### src/rtl/conv_enc_pkg.sv
// conv_enc_pkg: shared types, default generators and parity helper for the convolutional encoder
package conv_enc_pkg;
   typedef enum logic [1:0] {IDLE, DATA, TAIL} state_t;
   localparam int KMAX = 9;
   localparam logic [5:0] G_K3_R12 = 6'b111_101;
   function automatic logic parity(input logic [KMAX-1:0] w, input logic [KMAX-1:0] g);
      return ^(w & g);
   endfunction
endpackage

### src/rtl/conv_enc_punct.sv
// conv_enc_punct: puncture phase counter and keep-mask register
// Ports: clk, reset (sync, active-high); load = a codeword is loaded this cycle;
// start = that codeword opens a new frame (phase restarts at 0); mask = keep-mask of the loaded codeword.
module conv_enc_punct #(
   parameter int N = 2,
   parameter int PUNCT_P = 2,
   parameter logic [N*PUNCT_P-1:0] PUNCT_PATTERN = 4'b01_11
) (
   input  logic         clk,
   input  logic         reset,
   input  logic         load,
   input  logic         start,
   output logic [N-1:0] mask
);
   localparam int PW = PUNCT_P > 1 ? $clog2(PUNCT_P) : 1;
   logic [PW-1:0] phase, ph;
   assign ph = start ? '0 : phase;
   always_ff @(posedge clk) begin
      if (reset) begin
         phase <= '0;
         mask  <= '1;
      end else if (load) begin
         mask  <= PUNCT_PATTERN[int'(ph)*N +: N];
         phase <= (ph == PW'(PUNCT_P-1)) ? '0 : ph + PW'(1);
      end
   end
endmodule

### src/rtl/conv_encoder_param.sv
// conv_encoder_param: rate-1/N feed-forward convolutional encoder with zero-tail or truncated frames
// Ports: clk, reset (sync, active-high); in_valid/in_ready/in_data/in_last = information bit stream;
// cfg_terminate = append K-1 zero tail bits (latched on a frame's first bit);
// out_valid/out_ready/out_data/out_mask/out_last = codeword stream; frame_cnt = completed frames.
// Optional: CONV_ENC_PUNCT_EN drives out_mask from the puncture pattern, otherwise it is all ones.
module conv_encoder_param import conv_enc_pkg::*; #(
   parameter int K = 3,
   parameter int N = 2,
   parameter logic [N*K-1:0] G = G_K3_R12,
   parameter int PUNCT_P = 2,
   parameter logic [N*PUNCT_P-1:0] PUNCT_PATTERN = 4'b01_11
) (
   input  logic         clk,
   input  logic         reset,
   input  logic         in_valid,
   output logic         in_ready,
   input  logic         in_data,
   input  logic         in_last,
   input  logic         cfg_terminate,
   output logic         out_valid,
   input  logic         out_ready,
   output logic [N-1:0] out_data,
   output logic [N-1:0] out_mask,
   output logic         out_last,
   output logic [15:0]  frame_cnt
);
   state_t state, state_n;
   logic [K-2:0] mem;
   logic [K-1:0] win;
   logic [N-1:0] cw;
   logic [3:0] tcnt;
   logic term_q, term_eff, load_ok, acc, tail_go, tail_end, load, frame_start, cut;
   assign load_ok     = !out_valid || out_ready;
   assign in_ready    = (state != TAIL) && load_ok;
   assign acc         = in_valid && in_ready;
   assign tail_go     = (state == TAIL) && load_ok;
   assign tail_end    = tail_go && (tcnt == 4'(K-2));
   assign load        = acc || tail_go;
   assign frame_start = acc && (state == IDLE);
   // the first bit of a frame uses the live config, later bits the latched one
   assign term_eff    = (state == IDLE) ? cfg_terminate : term_q;
   assign cut         = in_last && !term_eff;
   // tail cycles shift a zero into the window
   assign win         = {mem, acc ? in_data : 1'b0};
   always_comb begin
      cw = '0;
      for (int i = 0; i < N; i++) cw[i] = parity(KMAX'(win), KMAX'(G[i*K +: K]));
   end
   always_comb begin
      state_n = acc ? (in_last ? (term_eff ? TAIL : IDLE) : DATA) : (tail_end ? IDLE : state);
   end
   always_ff @(posedge clk) begin
      if (reset) state <= IDLE;
      else state <= state_n;
   end
   always_ff @(posedge clk) begin
      if (reset) begin
         mem       <= '0;
         tcnt      <= '0;
         term_q    <= 1'b0;
         out_valid <= 1'b0;
         out_data  <= '0;
         out_last  <= 1'b0;
         frame_cnt <= '0;
      end else begin
         if (frame_start) term_q <= cfg_terminate;
         if (out_valid && out_ready && out_last) frame_cnt <= frame_cnt + 16'd1;
         if (load) out_data <= cw;
         out_valid <= load ? 1'b1 : (out_ready ? 1'b0 : out_valid);
         if (acc) begin
            out_last <= cut;
            mem      <= cut ? '0 : win[K-2:0];
            tcnt     <= '0;
         end else if (tail_go) begin
            out_last <= tail_end;
            mem      <= tail_end ? '0 : win[K-2:0];
            tcnt     <= tcnt + 4'd1;
         end
      end
   end
`ifdef CONV_ENC_PUNCT_EN
   conv_enc_punct #(.N(N), .PUNCT_P(PUNCT_P), .PUNCT_PATTERN(PUNCT_PATTERN)) u_punct (
      .clk   (clk),
      .reset (reset),
      .load  (load),
      .start (frame_start),
      .mask  (out_mask)
   );
`else
   assign out_mask = '1;
`endif
endmodule

### config.mk
export PLATFORM = sky130hd
export DESIGN_NAME = conv_encoder_param
export DESIGN_NICKNAME = d
export VERILOG_FILES = /design/src/rtl/conv_enc_pkg.sv /design/src/rtl/conv_enc_punct.sv /design/src/rtl/conv_encoder_param.sv
export SDC_FILE = /design/constraint.sdc
export NUM_CORES = 1
export LEC_CHECK = 0
export CAP_MARGIN = 25
export CORE_AREA = 2 2 47 66
export CTS_CLUSTER_DIAMETER = 50
export DETAILED_ROUTE_END_ITERATION = 6
export DIE_AREA = 0 0 49 68
export MAX_ROUTING_LAYER = met4
export PLACE_DENSITY = 0.88
export SYNTH_ARGS = -nofsm -noshare
export SYNTH_HDL_FRONTEND = slang
export SYNTH_SLANG_ARGS = --single-unit
### constraint.sdc
create_clock -name clk -period 4.2 [get_ports clk]
set_clock_uncertainty 0.05 [all_clocks]
set_input_delay 0.84 -clock clk [delete_from_list [all_inputs] [get_ports clk]]
set_output_delay 0.84 -clock clk [all_outputs]
set_load 0.05 [all_outputs]
==> metrics.md <==
| Metric | Value |
|---|---|
| Least-Margin Pin Slew | 0.502 ns |
| Mapped cell area | ~1400 um2 |
| Slew Viols, Final | 0 |
| Yosys warning total | 0 |
| CP Class | input port to output port |
| Combinational share of power | 12.0% |
| Hold Violations, Final | 0 |
| Rows | 23 |
| Layout area overhead | 26.1% |
| Detailed Route WL | between 2000 and 3000 um |
| First-pass GRT wire length | 4970 um |
| Nets | 199 |
| Core ar. | 2790 um2 |
| DP HPWL | 2200 um |
| Post-route DRC violation count | 0 |
| Critical path peak fanout | 8 |
| CTS Hold Bufs | 0 |
| Fillers | 254 |
| DR vias/cell | 5.62 |
| Sink Count | 29 |
| Gpl congestion | 0.867 |
| IO Pins | 30 |
| #FFs+latches synth | 29 |
| Mean post-synth cell area | 8.56 um2 |
| Int Power | 438 uW |
| Die height | 68 um |
| Filler-free cell count of the finished design | between 200 and 250 |
| P_leak | 0.000635 uW |
| Initial antenna violation count | 0 |
| Seq/Total Area, Yosys | between 40% and 50% |
| Largest area contributor in the netlist | dfxtp_1 |
| Initial Utilization | 50.0% |
| Max-Cap Viols | 0 |
| H-Tree Level Count | 2 |
| Worst EP arrival | 2.63 ns |
| CP endpoint kind | output port |
| I/O Buffers | 27 |
| # diodes | 0 |
| Clock Path Buffers | 2 |
| Die extent in x | 49 um |
| Buffer count from post-CTS setup fixing | 0 |
| Clk network pwr share | 39.1% |
| Vias in the first global route | roughly 1200 |
| Tmin final | 3.52 ns |
| FMAX | ~280 MHz |
| CTS root buf | clkbuf_8 |
| DR iter-0 viols | 24 |
| Status | complete, no violations |
| Fin Setup TNS | 0 ns |
| PwrDens | 335 nW/um2 |
| Insertion delay to the later sink of the worst-skew pair | 0.28 ns |
| Share of cells above drive strength 1 | 6.88% |
| Most frequent cells in the layout | dfxtp_1 (29), clkdlybuf4s50_1 (27), nor2_1 (16) |
| Top-area cell type share of the netlist area | a little over two fifths |
| NetSw | 151 uW |
| Detailed Routing Iterations Pass 1 | 4 |
| Startpoint types | input port |
| TritonCTS buffer count | 5 |
| Fin crit share | 83.7% |
| Gr ovfl total | 0 |
| Setup-failing EPs final | 0 |
| Clock-pin slew of the registers on the worst-case setup and hold paths | 0.06 ns |
| Resized Gates After CTS | 0 |
| Number of nets with antenna violations after routing | 0 |
| Peak supply drop | 0.000231 V |
| Sequential share of power | 48.9% |
| Via count | 1269 |
| Hold_ws | 0.400 ns |
| Class of the worst hold path | flip-flop to flip-flop |
| GRT Total Usage | around 21% |
| Synth top area cells | dfxtp_1 (42%), xor2_1 (5.0%), nor2_1 (4.3%), o21ai_0 (3.9%), a21oi_1 (3.6%) |
| Worst rel slew slack | approximately 66% |
| TritonCTS clock tree | built |
| Most common cell after layout, fill and taps aside | dfxtp_1 |
| Synth unique cells | 40 |
| Dpl cells | approximately 220 |
| Largest net degree at the start of global routing | 26 |
| Worst EP required | 3.31 ns |
| RSZ-0062 raised after global routing | false |
| WL per Instance | 13.3 um |
| Syn Inst Count | 163 |
| Die area | between 3000 and 4000 um2 |
| Switching portion of total power | 25.6% |
[synthesized netlist by cell type, drive strengths merged]
cell     number
and4          3
mux2          1
a21boi        1
dfxtp        29
a211oi        1
a41oi         1
nand2        10
clkbuf        4
a2111oi       1
nand2b        2
o32a          1
nand4         6
nand3         8
conb          1
buf           6
nor2b         1
o21ai        11
nor3          5
nor2         17
nor4          1
o31a          1
mux2i         1
and2          1
o221a         1
xnor2         5
ha            3
xor2          8
a32oi         1
or3           6
a41o          1
and2b         1
inv           5
o21a          3
nor4b         1
a21oi        10
and3          5
[final cells by class]
class | count | area (um2) | share of cell area, %
inverters | 5 | 18.8 | 1.07
clock buffers | 7 | 86.3 | 4.91
multi-input cells | 120 | 749 | 42.6
repair buffers | 28 | 278 | 15.8
well taps | 37 | 46.3 | 2.63
flip-flops and latches | 29 | 581 | 33.0
[critical path, stage by stage]
cell,delay (ns)
clkdlybuf4s50_1,0.52
nand2b_1,0.27
nand2_1,0.13
inv_1,0.07
clkdlybuf4s50_1,0.79
[routing by layer]
| metal | part of all wire (%) | track usage [%] | vias up |
|---|---|---|---|
| met3 | 4.5 | 6.55 | 7 |
| met2 | 53 | 37.0 | 33 |
| li1 | - | - | 633 |
| met5 | 0 | - | - |
| met1 | 40 | 19.2 | 596 |
| met4 | 2.3 | 13.9 | 0 |
[state kept, by name, summed over array words and instances, names as in the netlist]
name / cells
out_last: 1
out_valid: 1
frame_cnt: 16
mem: 2
tcnt: 4
state: 2
term_q: 1
out_data: 2
[through the flow]
step	power (uW)	setup slack [ns]	cell area, um2	utilization [%]
2_1_floorplan	344	1.84	1400	-
3_3_place_gp	362	0.763	1670	59.9
3_5_place_dp	364	0.722	1670	59.9
5_1_grt	616	0.580	1760	63.0
4_1_cts	596	0.711	1760	63.0
6_report	589	0.683	1760	63.0
[power groups by stage]
stage	combinational (uW)	sequential, uW	clock (uW)
2_1_floorplan	40.7	304	0
3_3_place_gp	69.0	293	0
3_5_place_dp	70.7	294	0
4_1_cts	71.0	288	237
5_1_grt	76.5	288	251
6_report	70.9	288	230
[final timing paths]
check,start,endpoint,slack (ns),cells after the start
max reg2reg,frame_cnt[4],frame_cnt[15],2.62,4
max,out_ready,in_ready,0.68,5
min,out_data[1],out_data[1],0.40,2
min reg2reg,out_data[1],out_data[1],0.40,2
[cell families after synthesis]
| group | synth area share, % |
|---|---|
| compound gates | 15.0 |
| xor+xnor | 8.16 |
| fa+ha+maj | 2.69 |
| buf+inv | 4.93 |
| flops | 41.6 |
| mux | 1.79 |
| other cells | 0.269 |
| simple gates | 25.6 |
No activity file was read; power rests on OpenSTA's default activity.
